## config.mk

```make
export PLATFORM = sky130hd
export DESIGN_NAME = sevled_scan_driver
export DESIGN_NICKNAME = d
export VERILOG_FILES = /design/src/rtl/sevled_pkg.sv /design/src/rtl/sevled_hex_decode.sv /design/src/rtl/sevled_scan_driver.sv
export SDC_FILE = /design/constraint.sdc
export NUM_CORES = 1
export LEC_CHECK = 0
export ABC_AREA = 1
export CAP_MARGIN = 20
export CELL_PAD_IN_SITES_DETAIL_PLACEMENT = 1
export CELL_PAD_IN_SITES_GLOBAL_PLACEMENT = 2
export CORE_MARGIN = 1
export CORE_UTILIZATION = 32
export DETAILED_ROUTE_END_ITERATION = 8
export GPL_ROUTABILITY_DRIVEN = 0
export MAX_ROUTING_LAYER = met4
export PLACE_DENSITY = 0.78
export SYNTH_ARGS = -nofsm -noshare
export SYNTH_HDL_FRONTEND = slang
export SYNTH_SLANG_ARGS = --single-unit
```

## constraint.sdc

```tcl
create_clock -name i_clk -period 3.4 [get_ports i_clk]
set_input_delay 0.34 -clock i_clk [delete_from_list [all_inputs] [get_ports i_clk]]
set_output_delay 0.34 -clock i_clk [all_outputs]
set_load 0.05 [all_outputs]
```

## src/rtl/sevled_pkg.sv

```systemverilog
// rtl/sevled_pkg.sv - shared types, segment masks and hex glyph table for the seven-segment scan driver
package sevled_pkg;

  typedef enum logic [1:0] {
    ST_OFF  = 2'd0,
    ST_SHOW = 2'd1,
    ST_GAP  = 2'd2
  } scan_state_t;

  localparam int SEG_W = 7;

  localparam logic [SEG_W-1:0] SEG_A = 7'h01;
  localparam logic [SEG_W-1:0] SEG_B = 7'h02;
  localparam logic [SEG_W-1:0] SEG_C = 7'h04;
  localparam logic [SEG_W-1:0] SEG_D = 7'h08;
  localparam logic [SEG_W-1:0] SEG_E = 7'h10;
  localparam logic [SEG_W-1:0] SEG_F = 7'h20;
  localparam logic [SEG_W-1:0] SEG_G = 7'h40;

  // Active-high glyph; polarity is applied at the pins by the driver.
  function automatic logic [SEG_W-1:0] hex_glyph(input logic [3:0] nib);
    logic [SEG_W-1:0] g;
    case (nib)
      4'h0:    g = SEG_A | SEG_B | SEG_C | SEG_D | SEG_E | SEG_F;
      4'h1:    g = SEG_B | SEG_C;
      4'h2:    g = SEG_A | SEG_B | SEG_D | SEG_E | SEG_G;
      4'h3:    g = SEG_A | SEG_B | SEG_C | SEG_D | SEG_G;
      4'h4:    g = SEG_B | SEG_C | SEG_F | SEG_G;
      4'h5:    g = SEG_A | SEG_C | SEG_D | SEG_F | SEG_G;
      4'h6:    g = SEG_A | SEG_C | SEG_D | SEG_E | SEG_F | SEG_G;
      4'h7:    g = SEG_A | SEG_B | SEG_C;
      4'h8:    g = SEG_A | SEG_B | SEG_C | SEG_D | SEG_E | SEG_F | SEG_G;
      4'h9:    g = SEG_A | SEG_B | SEG_C | SEG_D | SEG_F | SEG_G;
      4'hA:    g = SEG_A | SEG_B | SEG_C | SEG_E | SEG_F | SEG_G;
      4'hB:    g = SEG_C | SEG_D | SEG_E | SEG_F | SEG_G;
      4'hC:    g = SEG_A | SEG_D | SEG_E | SEG_F;
      4'hD:    g = SEG_B | SEG_C | SEG_D | SEG_E | SEG_G;
      4'hE:    g = SEG_A | SEG_D | SEG_E | SEG_F | SEG_G;
      default: g = SEG_A | SEG_E | SEG_F | SEG_G;
    endcase
    return g;
  endfunction

endpackage

```

## src/rtl/sevled_hex_decode.sv

```systemverilog
// rtl/sevled_hex_decode.sv - combinational 4-bit to active-high seven-segment glyph
module sevled_hex_decode
  import sevled_pkg::*;
(
  input  logic [3:0]       nibble,
  output logic [SEG_W-1:0] glyph
);

  assign glyph = hex_glyph(nibble);

endmodule

```

## src/rtl/sevled_scan_driver.sv

```systemverilog
// rtl/sevled_scan_driver.sv - round-robin seven-segment scanner with gap, lzb and frame-aligned updates
module sevled_scan_driver
  import sevled_pkg::*;
#(
  parameter int NUM_DIGITS     = 4,
  parameter int SCAN_DIV       = 1000,
  parameter int BLANK_CYCLES   = 2,
  parameter bit SEG_ACTIVE_LOW = 1'b0,
  parameter bit DIG_ACTIVE_LOW = 1'b1
) (
  input  logic                    i_clk,
  input  logic                    i_rst_n,
  input  logic                    i_enable,
  input  logic                    i_load,
  input  logic [4*NUM_DIGITS-1:0] i_value,
  input  logic [NUM_DIGITS-1:0]   i_dp,
  input  logic                    i_lzb,
  output logic [SEG_W-1:0]        o_seg,
  output logic                    o_dp,
  output logic [NUM_DIGITS-1:0]   o_dig,
  output logic                    o_frame
);

  localparam int CW = (SCAN_DIV > 1) ? $clog2(SCAN_DIV) : 1;
  localparam int IW = (NUM_DIGITS > 1) ? $clog2(NUM_DIGITS) : 1;
  localparam logic [CW-1:0] SHOW_LAST = CW'(SCAN_DIV - BLANK_CYCLES - 1);
  localparam logic [CW-1:0] GAP_LAST  = CW'((BLANK_CYCLES > 0) ? BLANK_CYCLES - 1 : 0);
  localparam logic [IW-1:0] IDX_LAST  = IW'(NUM_DIGITS - 1);
  localparam logic [SEG_W-1:0]      SEG_OFF = {SEG_W{SEG_ACTIVE_LOW}};
  localparam logic [NUM_DIGITS-1:0] DIG_OFF = {NUM_DIGITS{DIG_ACTIVE_LOW}};

  scan_state_t state, state_n;
  logic [CW-1:0] cnt, cnt_n;
  logic [IW-1:0] idx, idx_n, idx_inc;
  logic          slot_start, frame_start, xfer;

  logic [4*NUM_DIGITS-1:0] shadow_value, disp_value, disp_value_n;
  logic [NUM_DIGITS-1:0]   shadow_dp, disp_dp, disp_dp_n;
  logic                    shadow_lzb, disp_lzb, disp_lzb_n;
  logic                    pending;

  logic [3:0]            nib_sel;
  logic [SEG_W-1:0]      glyph;
  logic [NUM_DIGITS-1:0] blank;
  logic [SEG_W-1:0]      seg_n;
  logic                  dp_n;
  logic [NUM_DIGITS-1:0] dig_n;

  assign idx_inc = (idx == IDX_LAST) ? '0 : idx + 1'b1;

  always_comb begin
    state_n    = state;
    cnt_n      = cnt;
    idx_n      = idx;
    slot_start = 1'b0;
    if (!i_enable) begin
      state_n = ST_OFF;
      cnt_n   = '0;
      idx_n   = '0;
    end else begin
      case (state)
        ST_OFF: begin
          state_n    = ST_SHOW;
          cnt_n      = '0;
          idx_n      = '0;
          slot_start = 1'b1;
        end
        ST_SHOW: begin
          if (cnt == SHOW_LAST) begin
            cnt_n = '0;
            if (BLANK_CYCLES > 0) begin
              state_n = ST_GAP;
            end else begin
              idx_n      = idx_inc;
              slot_start = 1'b1;
            end
          end else begin
            cnt_n = cnt + 1'b1;
          end
        end
        ST_GAP: begin
          if (cnt == GAP_LAST) begin
            state_n    = ST_SHOW;
            cnt_n      = '0;
            idx_n      = idx_inc;
            slot_start = 1'b1;
          end else begin
            cnt_n = cnt + 1'b1;
          end
        end
        default: begin
          state_n = ST_OFF;
          cnt_n   = '0;
          idx_n   = '0;
        end
      endcase
    end
  end

  // Shadow is only promoted while dark or on entry to digit 0, so a frame never mixes values.
  assign frame_start  = slot_start && (idx_n == '0);
  assign xfer         = pending && (frame_start || (state == ST_OFF));
  assign disp_value_n = xfer ? shadow_value : disp_value;
  assign disp_dp_n    = xfer ? shadow_dp    : disp_dp;
  assign disp_lzb_n   = xfer ? shadow_lzb   : disp_lzb;

  always_comb begin
    logic run;
    run   = disp_lzb_n;
    blank = '0;
    for (int k = NUM_DIGITS - 1; k > 0; k--) begin
      run      = run && (disp_value_n[4*k +: 4] == 4'd0) && !disp_dp_n[k];
      blank[k] = run;
    end
  end

  assign nib_sel = disp_value_n[{idx_n, 2'b00} +: 4];

  sevled_hex_decode u_hex_decode (
    .nibble (nib_sel),
    .glyph  (glyph)
  );

  always_comb begin
    seg_n = SEG_OFF;
    dp_n  = SEG_ACTIVE_LOW;
    dig_n = DIG_OFF;
    if (state_n == ST_SHOW) begin
      dig_n = (NUM_DIGITS'(1) << idx_n) ^ DIG_OFF;
      if (!blank[idx_n]) begin
        seg_n = glyph ^ SEG_OFF;
        dp_n  = disp_dp_n[idx_n] ^ SEG_ACTIVE_LOW;
      end
    end
  end

  always_ff @(posedge i_clk) begin
    if (!i_rst_n) begin
      state        <= ST_OFF;
      cnt          <= '0;
      idx          <= '0;
      shadow_value <= '0;
      shadow_dp    <= '0;
      shadow_lzb   <= 1'b0;
      disp_value   <= '0;
      disp_dp      <= '0;
      disp_lzb     <= 1'b0;
      pending      <= 1'b0;
      o_seg        <= SEG_OFF;
      o_dp         <= SEG_ACTIVE_LOW;
      o_dig        <= DIG_OFF;
      o_frame      <= 1'b0;
    end else begin
      state      <= state_n;
      cnt        <= cnt_n;
      idx        <= idx_n;
      disp_value <= disp_value_n;
      disp_dp    <= disp_dp_n;
      disp_lzb   <= disp_lzb_n;
      if (i_load) begin
        shadow_value <= i_value;
        shadow_dp    <= i_dp;
        shadow_lzb   <= i_lzb;
        pending      <= 1'b1;
      end else if (xfer) begin
        pending <= 1'b0;
      end
      o_seg   <= seg_n;
      o_dp    <= dp_n;
      o_dig   <= dig_n;
      o_frame <= frame_start;
    end
  end

endmodule

```

# == Yosys cells after proc, flatten, opt, wreduce, memory -nomap -nowiden ==
# Memory sizes are Yosys's and may differ from the RTL's. A register that Yosys moved wholly into a read port is not among the register bits.
# Cells that the tools add are included.
# op_classes
add_sub_neg,2
n_mul,0
n_div,0
order_cmp,1
eq_ne,6
shift,2
n_mux,23
bitwise_logic,3
reduce_logical,21
# ops
cell,n
two-way mux 10 bit,2
case mux 10 bit (2 select lines),1
two-way mux 16 bit,1
variable part select 16 x 5 -> 4 bit,1
logical NOT 4 bit,3
two-way mux 2 bit,6
"adder 10 x 1 -> 10 bit, second input constant",1
"== test 10 x 1 -> 1 bit, second input constant",1
"== test 10 bit, second input constant",1
logical AND 1 bit,8
two-way mux 1 bit,7
case mux 2 bit (3 select lines),1
binary-select mux 1 bit (select 2 bit),2
"== test 2 x 1 -> 1 bit, second input constant",2
"== test 2 bit, second input constant",2
logical NOT 2 bit,2
two-way mux 4 bit,1
NOT 4 bit,1
case mux 2 bit (2 select lines),1
AND reduction 2 bit,2
"left shift 1 x 2 -> 4 bit, first input constant",1
logical NOT 1 bit,3
"< comparator 2 x 3 -> 1 bit, second input constant",1
OR reduction 3 bit,1
other kinds (5),6
# word_totals
register_bits,63
latchBits,0
mem_bits_rw,0
mem_bits_ro,112
inputBits,25
output_inout_bits,13
n_memories,1
# mem_list
memory,depth,word_bits,read_ports,rd_clocked_by_memory_dff,wr,line_no,text
(no name shown),16,7,1,1,0,sevled_pkg.sv:23,case (nib)

# == Depth between registers and ports, before layout ==
# depth
word_depth,20
depth_mapped,26
ltp_nobuf,25

# == Hierarchy ==
# Synthesis repeated with hierarchy kept, for this count alone.
# hier_totals
hier_cells,466
area_unflattened_um2,3335.7
# modules_own_cells
mod,n_inst,cells_each,area_per_inst_um2
sevled_scan_driver,1,414,3065.4
sevled_hex_decode,1,52,270.3

# == Worst setup path after synthesis ==
# No wires, ideal clock.
# synth_timing
path_type,register to register
startpoint,register cnt[0]
endpoint,register o_seg[3]
setup_time_ps,65
arrival_time_ps,2438
path_slack_ps,897
path_stages_with_launch,25
path_buffers,1
synth_period_minus_slack_ps,2503
path_cell_list,dfxtp_1 -> ha_1 -> nand2_1 -> nor2_2 -> nand3_2 -> nand2_2 -> nand2_2 -> nand2_2 -> nand2_2 -> nand2_4 -> nand3_4 -> nand2_4 -> nand2_4 -> buf_6 -> nand2_1 -> nand2_1 -> nand2_1 -> nand2_1 -> nor2_2 -> ha_1 -> inv_1 -> nand2_1 -> nand2_1 -> o21ai_1 -> nor2_1
# synth_via
elab_chain_len,19
word_cells_on_any_way,37
cone_classes,eq/ne (3); shift (1); mux (15); bitwise (1); reduce/logical (17)
# synth_lines
element,line_no,text
"start, declared",sevled_scan_driver.sv:33,"logic [CW-1:0] cnt, cnt_n;"
"start signal, assigned",sevled_scan_driver.sv:155,cnt <= cnt_n;
== test 10 x 1 -> 1 bit,sevled_scan_driver.sv:82,if (cnt == GAP_LAST) begin
two-way mux 2 bit,sevled_scan_driver.sv:82,
case mux 2 bit (2 select lines),sevled_scan_driver.sv:61,case (state)
two-way mux 2 bit,sevled_scan_driver.sv:56,if (!i_enable) begin
logical NOT 2 bit,sevled_scan_driver.sv:101,assign frame_start = slot_start && (idx_n == '0);
logical AND 1 bit,sevled_scan_driver.sv:101,
logical OR 1 bit,sevled_scan_driver.sv:102,assign xfer = pending && (frame_start || (state == ST_OFF));
logical AND 1 bit,sevled_scan_driver.sv:102,
two-way mux 16 bit,sevled_scan_driver.sv:103,assign disp_value_n = xfer ? shadow_value : disp_value;
logical NOT 4 bit,sevled_scan_driver.sv:112,run = run && (disp_value_n[4*k +: 4] == 4'd0) && !disp_dp_n[k];
logical AND 1 bit (6 in series),sevled_scan_driver.sv:112,
binary-select mux 1 bit (select 2 bit),sevled_scan_driver.sv:130,if (!blank[idx_n]) begin
two-way mux 1 bit (not written as such),sevled_scan_driver.sv:130,
OR reduction 3 bit (no source line),n/a,
"end, declared",sevled_scan_driver.sv:18,"output logic [SEG_W-1:0] o_seg,"
# Parallel ways exist; a longest one is shown, timed or not. The select of a mux whose other input is x is not followed.
# A chain may end at the register's enable or synchronous reset.

# == Final worst setup path ==
# Same ends and word-level chain as after synthesis.

==> flow_summary.json <==
{
  "dp_hpwl_mm": 6.28,
  "grt-ovfl-total": 0,
  "rows": 36,
  "grt_antenna_before_repair": 0,
  "status": "finished clean",
  "grt_start_max_net_pins": 25,
  "synthTopCellsByArea": "dfxtp_1 42%, nand2_1 9.3%, nor2_1 8.4%",
  "p_int_uw": 1400,
  "slew_headroom": 0.418,
  "setup_tns_ns": 0,
  "fmax_mhz": 330,
  "die-area_mm2": 0.0109,
  "ys_async_sr_fraction": 0,
  "drive_above_1_share": 0.128,
  "synth_top_area_cell": "dfxtp_1",
  "drtAntennaViolNets": 0,
  "clock-sinks": 70,
  "synth-seq-cells": 70,
  "grt_usage": 0.173,
  "post-route-util": 0.409,
  "post_drt_wl_per_cell_um": 13.2,
  "cts_tree": "done",
  "fillers": 1246,
  "cts_htree_levels": 3,
  "worstPathMaxFanout": 24,
  "finalMaxSlewViolations": 0,
  "coreArea_mm2": 0.00995,
  "worst_slew_pin_slew_ns": 0.872,
  "io_buffers": 37,
  "synth.most_common_cell": "nand2_1",
  "cap_viol_max_count": 0,
  "skew_ns": 0.00895,
  "clkSlewWorstSetupHoldPaths_ns": 0.08,
  "synth_common_cells": "83 x nand2_1, 75 x nor2_1, 70 x dfxtp_1",
  "yosysWarnings": 0,
  "syn-instance-count": 450,
  "ir_drop_mv": 0.173,
  "p_leak_uw": 0.00177,
  "grt_pass1_vias": 2984,
  "cp_data_required_time_ns": 3.70,
  "grt_setup_unrepaired": "false",
  "yosysTopAreaCellShare": 0.419,
  "p_clk_frac": 0.412,
  "synth_flop_cell": "dfxtp_1",
  "area_delta_synth_final_pct": 21.7,
  "cts_buffers": 9,
  "die_y_um": 104,
  "cp-end-kind": "flop",
  "seq_power_share": 0.461,
  "synthDistinctLibCells": 35,
  "start_util": 0.336,
  "synth_edf_count": 0,
  "drc": 0,
  "first_pass_iters": 4,
  "drt_wl_total_mm": 8.27,
  "die_w_um": 104,
  "antenna_cells": 0,
  "cts_setup_buffers": 0,
  "min_period_ns": 3.03,
  "p_sw_frac": 0.263,
  "clock_path_buffers": 2,
  "io_pins": 38,
  "clk_latency_ns": 0.36,
  "start_kind": "flop",
  "worstPathArrival_ns": 3.34,
  "hp-class": "reg -> reg",
  "combPwrFrac": 0.126,
  "critPathKind": "reg -> reg",
  "syn_avg_cell_area_um2": 7.43,
  "fin_crit_sh": 0.892,
  "power_switching_uw": 500,
  "ys_seq_area_frac": 0.419,
  "hold_violations": 0,
  "grt_pass1_wl_mm": 14.5,
  "via_per_inst": 4.65,
  "root_buffer": "clkbuf_8",
  "power.total_uw": 1900,
  "drt_iter0_drc": 104,
  "num_vias": 2909,
  "nets": 527,
  "final-setup-viol-count": 0,
  "ctsHoldBuffers": 0,
  "syn_nets": 489,
  "synthesis.area_mm2": 0.00335,
  "p_per_area_mw_per_mm2": 467
}
## flip-flops by register name, indices dropped and copies added, names as in the netlist
signal and flops:
idx 2, state 2, disp_dp 4, disp_lzb 1, shadow_value 16, shadow_dp 4
cnt 10, o_frame 1, shadow_lzb 1, disp_value 16, pending 1, o_seg 7
o_dp 1, o_dig 4
## power groups by stage
stage	Combinational (µW)	Clock (µW)	Sequential, µW
after global routing	274	843	883
after detailed placement	242	0	897
after global placement	238	0	896
after CTS	244	810	878
final	240	785	878
after floorplan	142	0	916
## final timing paths
check,depth (start not counted),startpoint,slack (ns),to
worst max-delay path,23,cnt[0],0.37,o_seg[3]
worst min-delay path,2,shadow_dp[2],0.47,shadow_dp[2]
worst max register to register,23,cnt[0],0.37,o_seg[3]
worst min register to register,2,shadow_dp[2],0.47,shadow_dp[2]
## cell usage in the layout, fill, tap and decap left out, types with 2 or more instances in the layout
cell	n
a21oi_1	23
a21oi_2	4
buf_4	4
bufinv_16	2
clkbuf_8	11
clkdlybuf4s50_1	37
dfxtp_1	70
ha_1	14
inv_1	33
inv_2	8
nand2_1	83
nand2_2	12
nand2_4	3
nand3_1	36
nand3_2	7
nand3b_1	6
nand4_1	5
nor2_1	75
nor2_2	5
nor3_1	7
nor3b_1	2
nor4_1	2
o21ai_0	27
o21ai_1	3
## worst max-delay path, stage by stage, from the launching register on
cell	delay, ns
dfxtp_1	0.38
ha_1	0.20
nand2_1	0.07
nor2_2	0.12
nand3_2	0.11
nand2_2	0.09
nand2_2	0.08
nand2_2	0.06
nand2_2	0.07
nand2_4	0.10
nand3_4	0.09
nand2_4	0.22
nand2_8	0.18
nand2_1	0.14
nand2_1	0.07
nand2_1	0.06
nand2_1	0.08
nor2_2	0.21
ha_1	0.28
inv_1	0.05
nand2_1	0.05
nand2_1	0.10
o21ai_1	0.06
nor2_1	0.07
## through the flow
stage	cell area (µm²)	worst slack (ns)	hold slack, ns	instances
global route	4070	0.000690	0.495	626
floorplan	3350	0.897	0.433	450
global placement	3830	0.436	0.447	610
finish	4070	0.366	0.470	626
CTS	4060	0.270	0.475	626
detailed placement	3830	0.310	0.465	610
## cell type report
cell class                 count  area (µm²)  area share
tap                          133         166      0.0409
clock inverter                 5        81.3      0.0200
multi-input combinational    324        1710       0.421
clock buffer                  11         151      0.0372
inverter                      42         158      0.0387
timing repair buffer          41         400      0.0983
sequential                    70        1400       0.344
## cells by family after synthesis
group	count (synthesis)	share of synthesized area
AO/OA/AOI/OAI	60	0.0965
XOR/XNOR	2	0.00524
adder cells (fa/ha/maj)	14	0.0524
buffers and inverters	56	0.0714
flip-flops	70	0.419
AND/OR/NAND/NOR	248	0.356
## timing repair
action	in CTS	in global routing
endpoints found under the setup margin	0	3
endpoints found under the hold margin	0	0
resized for setup	0	1
## routing by layer
layer | vias to the layer above | wire (µm) | global-route usage
li1 | 1522 | - | -
met1 | 1336 | 4290 | 0.224
met2 | 37 | 3570 | 0.260
met3 | 14 | 211 | 0.0294
met4 | 0 | 191 | 0.0857
met5 | - | 0 | -
(Power assumes the default switching activity.)
